$ cat src/rtl/bus_unit.sv
// bus_unit -- memory-request responder for the sequencer.
//
// Owns the program counter and runs one external memory read per M-cycle.
// Each M-cycle lasts T_PER_M clocks (longer when memory inserts wait states).
// The request inputs are sampled at phase 0 and held for the whole M-cycle.
// The fetched byte is returned as an opcode (ir/ir_valid) or as a register
// write-back (r8_wdata/r8_we). m_done pulses once per completed M-cycle.
//
// Ports:
//   clk, rst_n            clock, asynchronous active-low reset
//   addr_sel              address source for this M-cycle (PC or NONE)
//   inc_pc                increment pc when the M-cycle completes
//   fetch_cycle           capture the read byte into ir
//   mem_to_r8             capture the read byte into r8_wdata
//   mem_addr, mem_rd      external memory address and read strobe
//   mem_rdata, mem_ready  external read data and data-valid / no-wait
//   pc                    current program counter
//   ir, ir_valid          latched opcode and its one-clock update pulse
//   r8_wdata, r8_we       register write-back byte and one-clock strobe
//   m_done                one-clock pulse at M-cycle completion
//   req_err               sticky: capture requested without an address source

package bus_unit_pkg;
  typedef enum logic {
    ADDR_NONE = 1'b0,
    ADDR_PC   = 1'b1
  } addr_sel_t;
endpackage

module bus_unit
  import bus_unit_pkg::*;
#(
  parameter int          T_PER_M  = 4,
  parameter logic [15:0] RESET_PC = 16'h0000
) (
  input  logic        clk,
  input  logic        rst_n,
  input  addr_sel_t   addr_sel,
  input  logic        inc_pc,
  input  logic        fetch_cycle,
  input  logic        mem_to_r8,
  output logic [15:0] mem_addr,
  output logic        mem_rd,
  input  logic [7:0]  mem_rdata,
  input  logic        mem_ready,
  output logic [15:0] pc,
  output logic [7:0]  ir,
  output logic        ir_valid,
  output logic [7:0]  r8_wdata,
  output logic        r8_we,
  output logic        m_done,
  output logic        req_err
);

  localparam int            PH_W    = (T_PER_M > 2) ? $clog2(T_PER_M) : 1;
  localparam logic [PH_W-1:0] PH_LAST = PH_W'(T_PER_M - 1);
  localparam logic [PH_W-1:0] PH_ONE  = PH_W'(1);

  logic [PH_W-1:0] ph;

  // Request latched at phase 0 and held for the rest of the M-cycle.
  addr_sel_t lat_sel;
  logic      lat_inc;
  logic      lat_fetch;
  logic      lat_r8;

  logic lat_pc;
  logic complete;

  assign lat_pc = (lat_sel == ADDR_PC);

  // A NONE cycle never waits on memory; a read waits for mem_ready.
  assign complete = (ph == PH_LAST) && (!lat_pc || mem_ready);

  always_ff @(posedge clk or negedge rst_n) begin
    if (!rst_n) begin
      ph        <= '0;
      lat_sel   <= ADDR_NONE;
      lat_inc   <= 1'b0;
      lat_fetch <= 1'b0;
      lat_r8    <= 1'b0;
      pc        <= RESET_PC;
      ir        <= 8'h00;
      r8_wdata  <= 8'h00;
      mem_addr  <= 16'h0000;
      mem_rd    <= 1'b0;
      ir_valid  <= 1'b0;
      r8_we     <= 1'b0;
      m_done    <= 1'b0;
      req_err   <= 1'b0;
    end else begin
      ir_valid <= 1'b0;
      r8_we    <= 1'b0;
      m_done   <= 1'b0;

      if (ph == '0) begin
        // Sample the request; the read strobe covers phases 1..T_PER_M-1.
        lat_sel   <= addr_sel;
        lat_inc   <= inc_pc;
        lat_fetch <= fetch_cycle;
        lat_r8    <= mem_to_r8;
        ph        <= PH_ONE;
        if (addr_sel == ADDR_PC) begin
          mem_rd   <= 1'b1;
          mem_addr <= pc;
        end else begin
          mem_rd <= 1'b0;
        end
      end else if (ph == PH_LAST) begin
        // Last phase: hold here (address and strobe stable) until complete.
        if (complete) begin
          ph     <= '0;
          mem_rd <= 1'b0;
          m_done <= 1'b1;
          if (lat_pc) begin
            if (lat_fetch) begin
              ir       <= mem_rdata;
              ir_valid <= 1'b1;
            end
            if (lat_r8) begin
              r8_wdata <= mem_rdata;
              r8_we    <= 1'b1;
            end
          end else if (lat_fetch || lat_r8) begin
            req_err <= 1'b1;
          end
          // mem_addr already holds the pre-increment pc for this cycle.
          if (lat_inc) begin
            pc <= pc + 16'd1;
          end
        end
      end else begin
        ph <= ph + PH_ONE;
      end
    end
  end

endmodule

$ cat config.mk
export PLATFORM = sky130hd
export DESIGN_NAME = bus_unit
export DESIGN_NICKNAME = d
export VERILOG_FILES = /design/src/rtl/bus_unit.sv
export SDC_FILE = /design/constraint.sdc
export NUM_CORES = 1
export LEC_CHECK = 0
export CORE_MARGIN = 2
export CORE_UTILIZATION = 40
export DETAILED_ROUTE_END_ITERATION = 10
export HOLD_SLACK_MARGIN = 0.06
export PLACE_DENSITY = 0.8
export SLEW_MARGIN = 20
export SYNTH_ARGS = -nofsm -noshare
export SYNTH_HDL_FRONTEND = slang
export SYNTH_SLANG_ARGS = --single-unit
$ cat constraint.sdc
create_clock -name clk -period 2.6 [get_ports clk]
set_input_delay 0.78 -clock clk [delete_from_list [all_inputs] [get_ports clk]]
set_output_delay 0.78 -clock clk [all_outputs]
set_load 0.03 [all_outputs]
# Word-level counts from Yosys, hierarchy flattened
# Index checks and enable logic that the tools add are counted.
# W data, S select, Z words.
# classes
reduce_logical	13
bitwise	2
n_addsub	2
n_eq_ne	2
mux	20
# op_table
op	count
$mux W1	17
$add A16 B1 Y16 const B	1
$reduce_and A5 Y1	3
$mux W2	3
$reduce_and A2 Y1	2
$reduce_and A4 Y1	1
$reduce_bool A2 Y1	2
$ne A3 B3 Y1 const B	1
$add A2 B1 Y2 const B	1
$eq A2 B2 Y1 const B	1
$logic_not A2 Y1	1
$logic_or A1 B1 Y1	2
$not A1 Y1	2
$logic_and A1 B1 Y1	1
$logic_not A1 Y1	1
# word_totals
ff_bits	59
output_inout_bits	53

# Longest topological paths before layout
# Gate-level depths: netlist of the first run.
# logic_depth
ltp_word	6
mapped_depth	6
depth_no_buf	6

# Worst setup path after synthesis of the first run
# OpenSTA, ideal clock, no wires.
# synth_path
kind	input to register
start	input port mem_ready
end	register pc[7]
arrival_time_ps	1569
stages	4
setup_slack_ps	896
setup_ps	135
cell_sequence	and2b_4 -> nor4_4 -> nand3_1 -> xnor2_1
# synth_between
elab_chain_cells	3
# synth_rtl
item	line	rtl
from (decl)	45	input logic mem_ready,
$logic_or A1 B1 Y1	73	assign complete = (ph == PH_LAST) && (!lat_pc || mem_ready);
$logic_and A1 B1 Y1	73	
$reduce_and A4 Y1 (no line)	-	
to (signal assigned)	129	pc <= pc + 16'd1;
to (decl)	46	output logic [15:0] pc,
# No other way between the ends.
# A chain may end at the register's enable or synchronous reset.

# Worst setup path after layout of the first run
# layout_path
start	register pc[4]
end	output port pc[4]
# No word-level cell between the ends.

==> impl_metrics.yaml, run 1 <==
place:
  buffer_ports.inserted: 67
  worst_slack_placed_ns: 0.319
  dp.final_hpwl_mm: 3.33
  post_dp_cell_area_mm2: 0.00321
  gp_congestion: 0.761
floorplan:
  initial_core_util_pct: 41.3
  core_mm2: 0.00592
  ioPinCount: 68
  die_area_mm2: 0.00675
  placementRows: 28
  height_of_the_die_um: 82.2
  dieWidth_um: 82.2
worst_setup_path:
  critical_path.reg2reg.endpoint: "r8_wdata[1]"
  start_kind: "flop"
  crit_fanout: 9
  reg2reg_from: "ph[0]"
  worst-setup-path-type: "flop to output pin"
  crit_buf_inv: 1
  critical_path.cell_chain: "clkdlybuf4s50_1"
  cp_top_delay_family: "buffers and inverters"
  reg2regPathDepth: 5
  cp.required_ns: 1.82
  ff2ff_setup_slack_ns: 0.87
  path_depth: 1
  max_stage_delay_ns: 0.73
  worst_path_max_delay_cell: "clkdlybuf4s50_1"
  worstPathArrival_ns: 1.58
  endpoint_kind: "output pin"
cts:
  post-cts-setup-buffers: 0
  cts_hold_buf: 0
  clock-sinks: 59
  clock_path_buffers: 2
  cts-buffers-inserted: 9
  cts_resized: 0
  clk_pin_slew_worst_paths_ns: 0.06
  cts-root-buf: "clkbuf_8"
  ctsHtreeMaxLevel: 3
  tritoncts: "yes"
  clock_latency_of_the_later_clocked_register_in_the_worst_skew_pair_ns: 0.33
route:
  post_drt_wl_per_cell_um: 14.0
  route.vias.total: 1642
  routed_wl_mm: 4.57
  route.layer.met1.wl_mm: 2.07
  detail_route.vias_per_cell: 5.04
  drc_errors: 0
  routed_length_on_met3_um: 204
  wl_met2_mm: 2.21
  top_signal_layer_used: "met4"
  drt.antenna.violating_nets: 0
  first_iter_violations: 61
  detail_route.first_pass.iterations: 4
logic_synthesis:
  post_synth_main_area_contributors: "dfrtp_1 60%, mux2_2 17%, xnor2_1 4.3%"
  synthDominantAreaCellType: "dfrtp_1"
  netlist_area_mm2: 0.00244
  synth-seq-area-share_pct: 60.4
  post_synth_inst_count: 171
  synth_largest_type_area_fraction_pct: 60.4
  synth_seq_cells: 59
  syn_avg_cell_area_um2: 14.3
  post_synth_num_cell_types: 28
  synth_nets: 191
  synth.yosys.warnings: 0
layout:
  area_delta_synth_final_pct: 38.6
  nets: 267
  postLayoutCellArea_mm2: 0.00339
  n_antenna_cell: 0
  drive_gt1_share_pct: 24.7
global_route:
  maximum_number_of_pins_on_one_net_before_global_route_repair: 37
  groute.usage.overall_pct: 15.4
  global_route.overflow_total: 0
  grt_first_pass_wirelength_mm: 7.67
  first_global_vias: 1627
  grt_antenna_before_repair: 0
flow_run:
  max_cap_viol_count: 0
pwr:
  p_leak_nw: 1.47
  net-switching-power_mw: 1.25
  comb_power_share_pct: 39.6
  power.sequential.fraction_pct: 38.6
  p_per_area_mw_per_mm2: 1020
  share_clk_of_total_power_pct: 21.8
  worst_ir_drop_vdd_uv: 612
  power_report.internal_total_mw: 2.20
  power_switching_share_pct: 36.2
sta:
  tightest_slew_ns: 0.551
  setup_total_negative_slack_ns: 0
  timing.final.hold_violations: 0
  worst_slew_margin_rel_pct: 63.3
  achievable-frequency_ghz: 0.423
  timing.final.crit_period_ns: 2.36
  layout_setup_ws_ns: 0.238
  layout_worst_path_cycle_share_pct: 90.8
  fin_hold_ws_ns: 0.433
  setup_viol: 0
  skew_ns: 0.00634
  grt_setup_unrepaired: "no"
  timing_max_transition_violations_final: 0
hold_path:
  worst_hold_path_type: "primary input to asynchronous set/reset pin"
status:
  status: "completed"
## layer usage
layer	GRT usage, %	up-vias
met2	23.7	47
met3	3.91	9
met5	0	-
li1	-	758
met1	19.8	828
met4	8.50	0
## sequential cells by signal (all words and copies together) (netlist names), 2 cells and up
signal and flops:
ir 8, mem_addr 16, r8_wdata 8, ph 2, pc 16
## metrics by stage
stage / power (mW) / utilization, % / instances
after global routing: 3.66 / 57.2 / 326
after global placement: 2.70 / 54.2 / 311
after detailed placement: 2.74 / 54.2 / 311
after floorplan: 2.20 / - / 171
after CTS: 3.50 / 57.2 / 326
final: 3.45 / 57.2 / 326
## cell families after synthesis
kind of cell	Yosys count	synth area share, %
AO/OA/AOI/OAI	7	1.95
XOR/XNOR	15	5.38
adder cells (fa/ha/maj)	5	2.56
buffers and inverters	7	1.23
flip-flops	59	60.4
multiplexers	37	17.1
AND/OR/NAND/NOR	41	11.4
## cell type report
class	count	area, µm²
fillers	515	2530
clock buffers	13	169
well taps	75	93.8
multi-input cells	105	937
inverters	4	15.0
clock inverters	2	10.0
repair buffers	68	686
flip-flops and latches	59	1480
## power by group through the flow
stage / registers (mW) / clock network, mW / logic (mW)
3_3_place_gp: 1.34 / 0 / 1.36
6_report: 1.33 / 0.751 / 1.37
2_1_floorplan: 1.70 / 0 / 0.500
4_1_cts: 1.34 / 0.772 / 1.39
3_5_place_dp: 1.35 / 0 / 1.38
5_1_grt: 1.37 / 0.818 / 1.47
## placed cells by master (no fill, tap or decap)
| cell type | Yosys | layout |
|---|---|---|
| nor2_1 | 4 | 4 |
| ha_1 | 5 | 5 |
| and3_1 | 4 | 4 |
| nor3_4 | 1 | 1 |
| nand2b_4 | 1 | 1 |
| and2b_4 | 1 | 1 |
| nor4_4 | 1 | 1 |
| buf_12 | 0 | 1 |
| and4_1 | 2 | 2 |
| o31ai_1 | 2 | 2 |
| nand2_2 | 3 | 3 |
| mux2_1 | 1 | 1 |
| a21oi_1 | 1 | 1 |
| mux2_2 | 36 | 36 |
| buf_2 | 2 | 1 |
| o21ai_0 | 2 | 2 |
| clkbuf_1 | 0 | 1 |
| inv_1 | 4 | 4 |
| nand2b_1 | 1 | 1 |
| clkinv_2 | 0 | 2 |
| dfrtp_1 | 59 | 59 |
| clkdlybuf4s50_1 | 0 | 66 |
| clkbuf_8 | 0 | 12 |
| a311o_1 | 1 | 1 |
| nand4_1 | 8 | 8 |
| nor3_2 | 2 | 2 |
| nand3_1 | 7 | 7 |
| xor2_1 | 3 | 3 |
| nand2_1 | 5 | 5 |
| a21boi_0 | 1 | 1 |
| nor2_4 | 1 | 1 |
| xnor2_1 | 12 | 12 |
## cell usage after synthesis (all sizes together)
master,n
nor2,5
o31ai,2
nor3,3
nand4,8
a311o,1
clkbuf,1
xnor2,12
nand3,7
a21oi,1
ha,5
and4,2
nor4,1
nand2b,2
and2b,1
a21boi,1
buf,2
xor2,3
dfrtp,59
and3,4
inv,4
nand2,8
o21ai,2
mux2,37
## worst max path at each step
stage          startpoint      to  slack (ns)
6_report            pc[4]   pc[4]        0.24
5_1_grt             pc[4]   pc[4]        0.15
4_1_cts             pc[4]   pc[4]        0.20
3_5_place_dp    mem_ready  pc[12]        0.32
3_3_place_gp    mem_ready   pc[7]        0.36
2_1_floorplan   mem_ready   pc[7]        0.90
Power figures use the tool's default switching activity.
==> run 2: changes to the inputs <==
--- a/config.mk
+++ b/config.mk
@@ -5,12 +5,10 @@
 export SDC_FILE = /design/constraint.sdc
 export NUM_CORES = 1
 export LEC_CHECK = 0
-export CORE_MARGIN = 2
 export CORE_UTILIZATION = 40
 export DETAILED_ROUTE_END_ITERATION = 10
 export HOLD_SLACK_MARGIN = 0.06
 export PLACE_DENSITY = 0.8
-export SLEW_MARGIN = 20
 export SYNTH_ARGS = -nofsm -noshare
 export SYNTH_HDL_FRONTEND = slang
 export SYNTH_SLANG_ARGS = --single-unit
==> run 2 against run 1 <==
Net effect: clock power decreased by 3.7%; register-to-register slack improved by 0.04 ns; power decreased by 0.67%.
==> impl_metrics.yaml, run 2 (same netlist as run 1, synthesis figures left out) <==
worst_setup_path:
  cp.required_ns: 1.82
  endpoint_kind: "output pin"
  crit_start: "pc[4]"
  setup.worst_path.end: "pc[4]"
  ff2ff_setup_slack_ns: 0.91
  crit_buf_inv: 1
  crit_fanout: 9
  cp_top_delay_family: "buffers and inverters"
  critical_path.cell_chain: "clkdlybuf4s50_1"
  reg2reg_from: "ph[0]"
  start_kind: "flop"
  max_stage_delay_ns: 0.74
  worst_path_max_delay_cell: "clkdlybuf4s50_1"
  worstPathArrival_ns: 1.58
  reg2regPathDepth: 5
  worst-setup-path-type: "flop to output pin"
  path_depth: 1
  critical_path.reg2reg.endpoint: "r8_wdata[1]"
pwr:
  worst_ir_drop_vdd_uv: 588
  p_leak_nw: 1.47
  p_per_area_mw_per_mm2: 1010
global_route:
  globalRouteMet1Util_pct: 19.8
  global_route.overflow_total: 0
  grtUsageMet3_pct: 3.41
  groute.usage.overall_pct: 15.5
  grt-busiest-layer: "met2"
  grt_antenna_before_repair: 0
  grt_use_met2_pct: 24.4
  maximum_number_of_pins_on_one_net_before_global_route_repair: 38
  first_global_vias: 1574
  grt_first_pass_wirelength_mm: 7.45
sta:
  worst_slew_margin_rel_pct: 46.1
  timing.final.hold_violations: 0
  grt_setup_unrepaired: "no"
  fin_hold_ws_ns: 0.490
  layout_setup_ws_ns: 0.242
  tightest_slew_ns: 0.809
  layout_worst_path_cycle_share_pct: 90.7
  achievable-frequency_ghz: 0.424
  timing_max_transition_violations_final: 0
  setup_total_negative_slack_ns: 0
  skew_ns: 0.00772
  setup_viol: 0
  timing.final.crit_period_ns: 2.36
floorplan:
  height_of_the_die_um: 80.2
  die_area_mm2: 0.00643
  ioPinCount: 68
  placementRows: 28
  dieWidth_um: 80.2
  core_mm2: 0.00592
  initial_core_util_pct: 41.3
cts:
  ctsHtreeMaxLevel: 3
  clock_path_buffers: 2
  cts_hold_buf: 0
  cts_resized: 0
  clock_latency_of_the_later_clocked_register_in_the_worst_skew_pair_ns: 0.32
  post-cts-setup-buffers: 0
  tritoncts: "yes"
  cts-root-buf: "clkbuf_8"
  cts-buffers-inserted: 9
  clk_pin_slew_worst_paths_ns: 0.06
  clock-sinks: 59
layout:
  final_cell_mix: "66 x clkdlybuf4s50_1, 59 x dfrtp_1, 36 x mux2_2"
  layout.area.seq_mm2: 0.00148
  reg.largest.list: "mem_addr (16), pc (16)"
  nets: 269
  multi_input_area_um2: 937
  drive_gt1_share_pct: 24.8
  layout_commonest_cell: "clkdlybuf4s50_1"
  num-fill-cells: 514
  n_antenna_cell: 0
  area_delta_synth_final_pct: 38.5
place:
  worst_slack_placed_ns: 0.321
  buffer_ports.inserted: 67
  gp_congestion: 0.791
  dp.final_hpwl_mm: 3.29
route:
  route.vias.total: 1615
  detail_route.first_pass.iterations: 4
  post_drt_wl_per_cell_um: 13.4
  routed_wl_mm: 4.42
  drt.antenna.violating_nets: 0
  first_iter_violations: 39
  detail_route.vias_per_cell: 4.91
  drc_errors: 0
hold_path:
  worst_hold_path_type: "flop to flop"
  min-delay-start: "r8_wdata[1]"
status:
  status: "completed"
flow_run:
  max_cap_viol_count: 0
## run 2: stage by stage
| step | std cells | cell area [µm²] | util, % | power [mW] |
|---|---|---|---|---|
| after floorplan | 171 | 2440 | - | 2.20 |
| final | 329 | 3380 | 57.1 | 3.43 |
| after detailed placement | 313 | 3210 | 54.2 | 2.74 |
| after global routing | 329 | 3380 | 57.1 | 3.62 |
| after global placement | 313 | 3210 | 54.2 | 2.70 |
| after CTS | 329 | 3380 | 57.1 | 3.47 |
## run 2: layout make-up
cell class | instances | share of cell area (%)
Clock buffer | 14 | 4.81
Clock inverter | 2 | 0.296
Inverter | 4 | 0.444
Multi-Input combinational cell | 105 | 27.7
Sequential cell | 59 | 43.6
Tap cell | 75 | 2.77
Timing Repair Buffer | 70 | 20.3
## run 2: worst min path at each step
stage,to,cells after the start
after floorplan,ir[0],0
after global placement,r8_wdata[1],1
after detailed placement,req_err,2
after CTS,r8_wdata[1],1
after global routing,r8_wdata[1],1
final,r8_wdata[1],1
## run 2: routing by layer
metal / up-vias / routed length [µm]
li1: 770 / -
met1: 795 / 2040
met2: 40 / 2140
met3: 10 / 157
met4: 0 / 85
met5: - / 0
## run 2: power by group
part / total [mW] / internal [mW] / switching (mW)
sequential: 1.34 / 1.16 / 0.180
combinational: 1.37 / 0.629 / 0.738
clock: 0.723 / 0.396 / 0.327
total: 3.43 / 2.18 / 1.25
